===== config.mk =====
export PLATFORM = sky130hd
export DESIGN_NAME = mem_stage_flat
export DESIGN_NICKNAME = d
export VERILOG_FILES = /design/src/rtl/mem_stage.sv /design/src/rtl/mem_stage_if.sv /design/src/flat_wrapper.sv
export SDC_FILE = /design/constraint.sdc
export NUM_CORES = 1
export LEC_CHECK = 0
export ABC_AREA = 1
export BUFFER_PORTS_ARGS = -buffer_cell sky130_fd_sc_hd__buf_2
export CORE_MARGIN = 5
export CORE_UTILIZATION = 52
export CTS_BUF_LIST = sky130_fd_sc_hd__clkbuf_4 sky130_fd_sc_hd__clkbuf_8
export CTS_CLUSTER_DIAMETER = 200
export DETAILED_ROUTE_END_ITERATION = 8
export PLACE_DENSITY = 0.95
export SLEW_MARGIN = 40
export SYNTH_ARGS = -nofsm -noshare
export SYNTH_HDL_FRONTEND = slang
export SYNTH_SLANG_ARGS = --single-unit

===== constraint.sdc =====
create_clock -name clk -period 9.05 [get_ports clk]
set_input_delay 2.2625 -clock clk [delete_from_list [all_inputs] [get_ports clk]]
set_output_delay 2.2625 -clock clk [all_outputs]
set_load 0.01 [all_outputs]

===== src/rtl/mem_stage.sv =====
// LC-3b pipeline memory stage: word/byte/indirect loads and stores over a
// request/response port, stalling upstream until the access completes.
package lc3b_types;
  typedef logic [15:0] lc3b_word;

  typedef enum logic [2:0] {
    OP_NONE = 3'b000,
    OP_LDW  = 3'b001,
    OP_LDB  = 3'b010,
    OP_STW  = 3'b011,
    OP_STB  = 3'b100,
    OP_LDI  = 3'b101,
    OP_STI  = 3'b110,
    OP_RSVD = 3'b111
  } mem_op_t;
endpackage

module mem_stage
  import lc3b_types::*;
(
  input  logic               clk,
  input  logic               reset,
  input  logic               in_valid,
  input  logic [2:0]         mem_op,
  input  lc3b_word           alu_out,
  input  lc3b_word           store_data,
  input  lc3b_word           branch_address,
  input  lc3b_word           pc_plus2,
  input  logic [2:0]         regfilemux_sel,
  mem_stage_if.master        dmem,
  output logic               stall_out,
  output logic               wb_valid,
  output lc3b_word           wb_alu_out,
  output lc3b_word           wb_branch_address,
  output lc3b_word           wb_pc_plus2,
  output lc3b_word           wb_mem_rdata,
  output logic [2:0]         wb_regfilemux_sel,
  output logic               wb_byte_sel
);

  typedef enum logic {S_FIRST, S_SECOND} state_t;

  state_t   state, state_next;
  lc3b_word ind_addr;
  mem_op_t  op;
  logic     is_mem, is_ind, is_load, done, ptr_load;
  lc3b_word word_addr;

  assign op        = mem_op_t'(mem_op);
  assign word_addr = {alu_out[15:1], 1'b0};

  always_comb begin
    is_mem   = in_valid && (op != OP_NONE) && (op != OP_RSVD);
    is_ind   = (op == OP_LDI) || (op == OP_STI);
    is_load  = (op == OP_LDW) || (op == OP_LDB) || (op == OP_LDI);
    // A response with no request outstanding (is_mem low) must not count.
    done     = is_mem && dmem.dmem_resp &&
               (((state == S_FIRST) && !is_ind) || (state == S_SECOND));
    ptr_load = is_mem && is_ind && (state == S_FIRST) && dmem.dmem_resp;
  end

  assign stall_out = !reset && is_mem && !done;

  // NOTE: every output of this block gets a default first so no path leaves
  // a signal unassigned, which would otherwise infer a latch.
  always_comb begin
    state_next             = state;
    dmem.dmem_address      = word_addr;
    dmem.dmem_read         = 1'b0;
    dmem.dmem_write        = 1'b0;
    dmem.dmem_wdata        = '0;
    dmem.dmem_byte_enable  = 2'b00;

    if (!reset && is_mem) begin
      if (state == S_SECOND) begin
        dmem.dmem_address     = ind_addr;
        dmem.dmem_byte_enable = 2'b11;
        if (op == OP_STI) begin
          dmem.dmem_write = 1'b1;
          dmem.dmem_wdata = store_data;
        end else begin
          dmem.dmem_read  = 1'b1;
        end
        if (dmem.dmem_resp) state_next = S_FIRST;
      end else begin
        unique case (op)
          OP_LDW, OP_LDI, OP_STI: begin
            dmem.dmem_read        = 1'b1;
            dmem.dmem_byte_enable = 2'b11;
          end
          OP_LDB: begin
            dmem.dmem_address     = alu_out;
            dmem.dmem_read        = 1'b1;
            dmem.dmem_byte_enable = alu_out[0] ? 2'b10 : 2'b01;
          end
          OP_STW: begin
            dmem.dmem_write       = 1'b1;
            dmem.dmem_wdata       = store_data;
            dmem.dmem_byte_enable = 2'b11;
          end
          OP_STB: begin
            dmem.dmem_address     = alu_out;
            dmem.dmem_write       = 1'b1;
            dmem.dmem_wdata       = {store_data[7:0], store_data[7:0]};
            dmem.dmem_byte_enable = alu_out[0] ? 2'b10 : 2'b01;
          end
          default: ;
        endcase
        if (ptr_load) state_next = S_SECOND;
      end
    end else if (state == S_SECOND) begin
      // Instruction vanished mid-indirect; recover to a clean FIRST.
      state_next = S_FIRST;
    end
  end

  // NOTE: sequential state uses non-blocking assignments so every register
  // samples pre-edge values regardless of statement order.
  always_ff @(posedge clk or posedge reset) begin
    if (reset) begin
      state    <= S_FIRST;
      ind_addr <= '0;
    end else begin
      state <= state_next;
      if (ptr_load) ind_addr <= {dmem.dmem_rdata[15:1], 1'b0};
    end
  end

  // MEM/WB register: loads the instruction when not stalled, a bubble otherwise.
  always_ff @(posedge clk or posedge reset) begin
    if (reset) begin
      wb_valid          <= 1'b0;
      wb_alu_out        <= '0;
      wb_branch_address <= '0;
      wb_pc_plus2       <= '0;
      wb_mem_rdata      <= '0;
      wb_regfilemux_sel <= '0;
      wb_byte_sel       <= 1'b0;
    end else if (!stall_out) begin
      wb_valid          <= in_valid;
      wb_alu_out        <= alu_out;
      wb_branch_address <= branch_address;
      wb_pc_plus2       <= pc_plus2;
      wb_mem_rdata      <= (is_mem && is_load) ? dmem.dmem_rdata : '0;
      wb_regfilemux_sel <= regfilemux_sel;
      wb_byte_sel       <= (is_mem && (op == OP_LDB)) ? alu_out[0] : 1'b0;
    end else begin
      wb_valid          <= 1'b0;
      wb_alu_out        <= '0;
      wb_branch_address <= '0;
      wb_pc_plus2       <= '0;
      wb_mem_rdata      <= '0;
      wb_regfilemux_sel <= '0;
      wb_byte_sel       <= 1'b0;
    end
  end

endmodule

===== src/rtl/mem_stage_if.sv =====
// Data-memory request/response port of the LC-3b MEM stage.
// The stage is the master; the data memory (or cache) is the slave.
interface mem_stage_if;
  logic [15:0] dmem_address;
  logic        dmem_read;
  logic        dmem_write;
  logic [15:0] dmem_wdata;
  logic [1:0]  dmem_byte_enable;
  logic [15:0] dmem_rdata;
  logic        dmem_resp;

  modport master (
    output dmem_address, dmem_read, dmem_write, dmem_wdata, dmem_byte_enable,
    input  dmem_rdata, dmem_resp
  );

  modport slave (
    input  dmem_address, dmem_read, dmem_write, dmem_wdata, dmem_byte_enable,
    output dmem_rdata, dmem_resp
  );
endinterface


===== src/flat_wrapper.sv =====
// flat-port wrapper written by rule: the top's interface ports become plain ports
module mem_stage_flat import lc3b_types::*;
  (clk, reset, in_valid, mem_op, alu_out, store_data, branch_address, pc_plus2, regfilemux_sel, stall_out, wb_valid, wb_alu_out, wb_branch_address, wb_pc_plus2, wb_mem_rdata, wb_regfilemux_sel, wb_byte_sel, dmem_dmem_address, dmem_dmem_read, dmem_dmem_write, dmem_dmem_wdata, dmem_dmem_byte_enable, dmem_dmem_rdata, dmem_dmem_resp);
  mem_stage_if dmem_i ();
  input  logic clk;
  input  logic reset;
  input  logic in_valid;
  input  logic [2:0] mem_op;
  input  lc3b_word alu_out;
  input  lc3b_word store_data;
  input  lc3b_word branch_address;
  input  lc3b_word pc_plus2;
  input  logic [2:0] regfilemux_sel;
  output logic stall_out;
  output logic wb_valid;
  output lc3b_word wb_alu_out;
  output lc3b_word wb_branch_address;
  output lc3b_word wb_pc_plus2;
  output lc3b_word wb_mem_rdata;
  output logic [2:0] wb_regfilemux_sel;
  output logic wb_byte_sel;
  output wire logic [$bits(dmem_i.dmem_address)-1:0] dmem_dmem_address;
  output wire logic [$bits(dmem_i.dmem_read)-1:0] dmem_dmem_read;
  output wire logic [$bits(dmem_i.dmem_write)-1:0] dmem_dmem_write;
  output wire logic [$bits(dmem_i.dmem_wdata)-1:0] dmem_dmem_wdata;
  output wire logic [$bits(dmem_i.dmem_byte_enable)-1:0] dmem_dmem_byte_enable;
  input wire logic [$bits(dmem_i.dmem_rdata)-1:0] dmem_dmem_rdata;
  input wire logic [$bits(dmem_i.dmem_resp)-1:0] dmem_dmem_resp;
  assign dmem_dmem_address = dmem_i.dmem_address;
  assign dmem_dmem_read = dmem_i.dmem_read;
  assign dmem_dmem_write = dmem_i.dmem_write;
  assign dmem_dmem_wdata = dmem_i.dmem_wdata;
  assign dmem_dmem_byte_enable = dmem_i.dmem_byte_enable;
  assign dmem_i.dmem_rdata = dmem_dmem_rdata;
  assign dmem_i.dmem_resp = dmem_dmem_resp;
  mem_stage u_core (.clk(clk), .reset(reset), .in_valid(in_valid), .mem_op(mem_op), .alu_out(alu_out), .store_data(store_data), .branch_address(branch_address), .pc_plus2(pc_plus2), .regfilemux_sel(regfilemux_sel), .dmem(dmem_i), .stall_out(stall_out), .wb_valid(wb_valid), .wb_alu_out(wb_alu_out), .wb_branch_address(wb_branch_address), .wb_pc_plus2(wb_pc_plus2), .wb_mem_rdata(wb_mem_rdata), .wb_regfilemux_sel(wb_regfilemux_sel), .wb_byte_sel(wb_byte_sel));
endmodule

# Word-level counts from Yosys, hierarchy flattened
# Cells that the tools add are included.
# totals
reg_bits,85
inputBits,90
out_inout_bits,106
wordCells,73
# classes
n_eq_ne,7
mux,32
bitwise,1
reduce_logical,24
# op_table
op,count
two-way mux 16 bit,10
case mux 16 bit (2 select lines),1
two-way mux 1 bit,16
logical AND 1 bit,12
"== test 3 bit, second input constant",3
OR reduction 4 bit,2
"== test 3 x 2 -> 1 bit, second input constant",2
two-way mux 2 bit,3
logical OR 1 bit,4
case mux 2 bit (2 select lines),1
OR reduction 2 bit,2
"== test 3 x 1 -> 1 bit, second input constant",1
zero test 1 bit,3
two-way mux 3 bit,1
"inequality test 3 bit, second input constant",1
nonzero test 3 bit,1
inverter 1 bit,1

# Depth between registers and ports, before layout
# depth
ltp_word,9
ltp_mapped,9
depth_no_buf,8

# Worst setup path before layout
# OpenSTA, ideal clock, no wires.
# synth_timing
path_kind,input-to-output
from,input port reset
to,output port dmem_dmem_wdata[10]
arrival_ns,4.949
required_ns,6.787
path_slack_ns,1.838
stages,5
path_buffers,2
cell_sequence,inv_1 nand4_4 buf_4 buf_4 nor2_1
# synth_between
elab_chain_cells,3
# synth_rtl
item,line,text
"start, declared",flat_wrapper.sv:6,input logic reset;
zero test 1 bit,mem_stage.sv:74,if (!reset && is_mem) begin
logical AND 1 bit,mem_stage.sv:74,
two-way mux 16 bit,mem_stage.sv:74,
"end, declared",flat_wrapper.sv:25,output wire logic [$bits(dmem_i.dmem_wdata)-1:0] dmem_dmem_wdata;
# No other way between the ends.

# Worst setup path in the final report
# layout_timing
from,input port mem_op[2]
to,output port dmem_dmem_address[12]
# layout_between
elab_chain_cells,5
elab_cells_between_ends,6
cone_classes,eq/ne (1); mux (1); reduce/logical (4)
# layout_rtl
item,line,text
"start, declared",flat_wrapper.sv:8,input logic [2:0] mem_op;
nonzero test 3 bit,mem_stage.sv:53,is_mem = in_valid && (op != OP_NONE) && (op != OP_RSVD);
logical AND 1 bit,mem_stage.sv:53,
logical AND 1 bit (*),mem_stage.sv:53,
logical AND 1 bit (*),mem_stage.sv:74,
two-way mux 16 bit (*),mem_stage.sv:74,
"end, declared",flat_wrapper.sv:22,output wire logic [$bits(dmem_i.dmem_address)-1:0] dmem_dmem_address;
# Mark *: on every way between the ends. The rest lies on a longest branch, timed or not.

==> impl_results.md <==
* Core area at 7810 um2
* Ant diodes at 0
* Gr ovfl total at 0
* Longest Clk Path Bufs at 2
* Die W at 99.8 um
* Gate power share at 0.188
* CTS Sinks at 85
* Net Sw Power at 258 uW
* Wire per inst at 14.4 um
* CTS-repair resized insts at 0
* Sequential power share at 0.479
* Syn Area/Cell at 7.69 um2
* Setup WS pre-CTS at 2.65 ns
* Final Setup Violations at 0
* Maximum number of pins on one net before global-route repair at 83
* Flops & latches, synth at 85
* Fraction of layout cells with a size suffix above 1 at 0.318
* Max-cap violations at 0
* Postcts setup bufs at 0
* Area grow syn2layout at 28.0%
* Critical Path RT at 6.79 ns
* Largest area contributor in the netlist: dfrtp_1
* Synthesized area at 4190 um2
* P per Cell Area at 168 nW/um2
* RSZ-0062 raised after global routing: no
* Initial Util at 0.537
* Clock Latency Late Sink at 0.35 ns
* # IOs at 196
* Num CTS Buffers at 9
* Pint at 642 uW
* Die Y at 99.8 um
* PnR worst setup slack at 2.59 ns
* Dominant cells by area after synthesis: dfrtp_1 51%, nand2_1 14%, nor2_1 8.2%, inv_1 6.6%, nand3_1 5.6%
* First-pass GRT wire length at 19300 um
* Slew @ Worst Pin at 0.726 ns
* Antenna viol nets, final at 0
* Pins Over Slew Limit at 0
* WS Path Type: input port to output pin
* Relative slew slack at 0.516
* Tmin final at 6.46 ns
* Clock Power Share at 0.333
* CTS H-tree lvls at 3
* Register area share after synthesis at 0.508
* Final Hold Fails at 0
* Power Total at 900 uW
* IO buf count at 195
* Avg Vias per Cell at 5.06
* CP Capture Type: output pin
* Die ar. at 9950 um2
* Most common cell after layout, fill and taps aside: buf_2
* Startpoint Class: input port
* Residual DRC at 0
* Via count at 4205
* Number of core rows at 32
* Maximum VDD drop at 0.125 mV
* Syn_nets at 639
* Iter 0 DRT Violations at 289
* TritonCTS clock tree: yes
* Yosys warns at 0
* Worst-path fanout max at 39
* Leakage at 0.00311 uW
* Switching share of power at 0.287
* Routability cong. at 0.891
* Hold buffers post-CTS at 0
* Reg clk slew, reported paths at 0.08 ns
* Detailed Route WL at 11900 um
* Final core occ at 0.687
* Clock Skew at 0.0127 ns
* Highest clock rate at 0.155 GHz
* Fin crit share at 0.714
* DRT Pass-1 Iters at 7
* Worst Hold Class: flip-flop to flip-flop
* Vias in the first global route at 4003
* Global Route Usage Sum at 0.244
* Share of the synthesized area in the top cell type at 0.508
* Hold Slack at 0.602 ns
* Critical Path AT at 4.20 ns
* Status: finished clean
* Clk root buf: clkbuf_8
* Final net count at 818
* Mapped Cells at 545
* Synth unique cells at 25
* Setup TNS at 0 ns
* DP HPWL at 8830 um
* Most frequent cells in the layout: 195 x buf_2, 157 x nand2_1, 92 x nor2_1, 85 x dfrtp_1, 73 x inv_1
* Initial antenna violation count at 0
[path summary, 6_finish.rpt]
| kind | start | end | slack [ns] | cells after the start |
|---|---|---|---|---|
| worst min-delay path | u_core.ind_addr[3] | u_core.ind_addr[3] | 0.60 | 3 |
| max in group asynchronous | reset | u_core.wb_branch_address[12] | 6.33 | 3 |
| worst max-delay path | mem_op[2] | dmem_dmem_address[12] | 2.59 | 8 |
| worst min register to register | u_core.ind_addr[3] | u_core.ind_addr[3] | 0.60 | 3 |
| worst max register to register | u_core.state | u_core.wb_alu_out[2] | 6.59 | 8 |
| min in group asynchronous | reset | u_core.wb_regfilemux_sel[2] | 1.79 | 2 |
[cell type report]
type	instances	area [um2]
clock inverter	7	104
inverter	79	298
tap	102	128
clock buffer	9	124
sequential	85	2130
timing repair buffer	198	1000
multi-input combinational	351	1580
fill	643	2440
[logic make-up (layout without fill, tap and decap cells)]
logic type / after synthesis / in the layout / share of synthesized area
buffers and inverters: 109 / 293 / 0.115
AO/OA/AOI/OAI: 37 / 37 / 0.0532
adder cells (fa/ha/maj): 4 / 4 / 0.0119
flip-flops: 85 / 85 / 0.508
AND/OR/NAND/NOR: 310 / 310 / 0.313
[Yosys cell counts (all sizes together)]
library cell  instances
a21oi                 4
inv                  78
nand4                 2
nand3                49
clkbuf                6
clkinv                1
o21bai               15
dfrtp                85
ha                    4
nor2                 98
nand2               159
buf                  24
nor3                  2
o21ai                18
[power groups by stage]
stage          registers, uW  logic, uW  clock network, uW
2_1_floorplan            446       91.6                  0
3_3_place_gp             436        162                  0
3_5_place_dp             439        168                  0
4_1_cts                  431        169                306
5_1_grt                  435        191                324
6_report                 431        169                300
[critical path, cell delays in order]
cell	delay [ns]
buf_2	0.38
inv_2	0.13
nand2_4	0.11
nand4_4	0.48
inv_2	0.48
nand2_1	0.11
nand2_1	0.10
buf_2	0.14
[registers in the layout, indices dropped and copies added, names as in the netlist]
signal	cells
u_core.wb_alu_out	16
u_core.wb_regfilemux_sel	3
u_core.wb_mem_rdata	16
u_core.wb_branch_address	16
u_core.wb_pc_plus2	16
u_core.wb_valid	1
u_core.ind_addr	15
u_core.state	1
u_core.wb_byte_sel	1
[metrics by stage]
stage | instance area [um2] | instances
2_1_floorplan | 4190 | 545
3_3_place_gp | 5130 | 815
3_5_place_dp | 5140 | 815
4_1_cts | 5370 | 831
5_1_grt | 5370 | 831
6_report | 5370 | 831
[per-layer routing]
| layer | up-vias | share of wire | track usage |
|---|---|---|---|
| li1 | 1989 | - | - |
| met1 | 1931 | 0.38 | 0.312 |
| met2 | 243 | 0.49 | 0.398 |
| met3 | 42 | 0.094 | 0.0526 |
| met4 | 0 | 0.038 | 0.109 |
| met5 | - | 0 | 0 |
No activity file was read; power rests on OpenSTA's default activity.
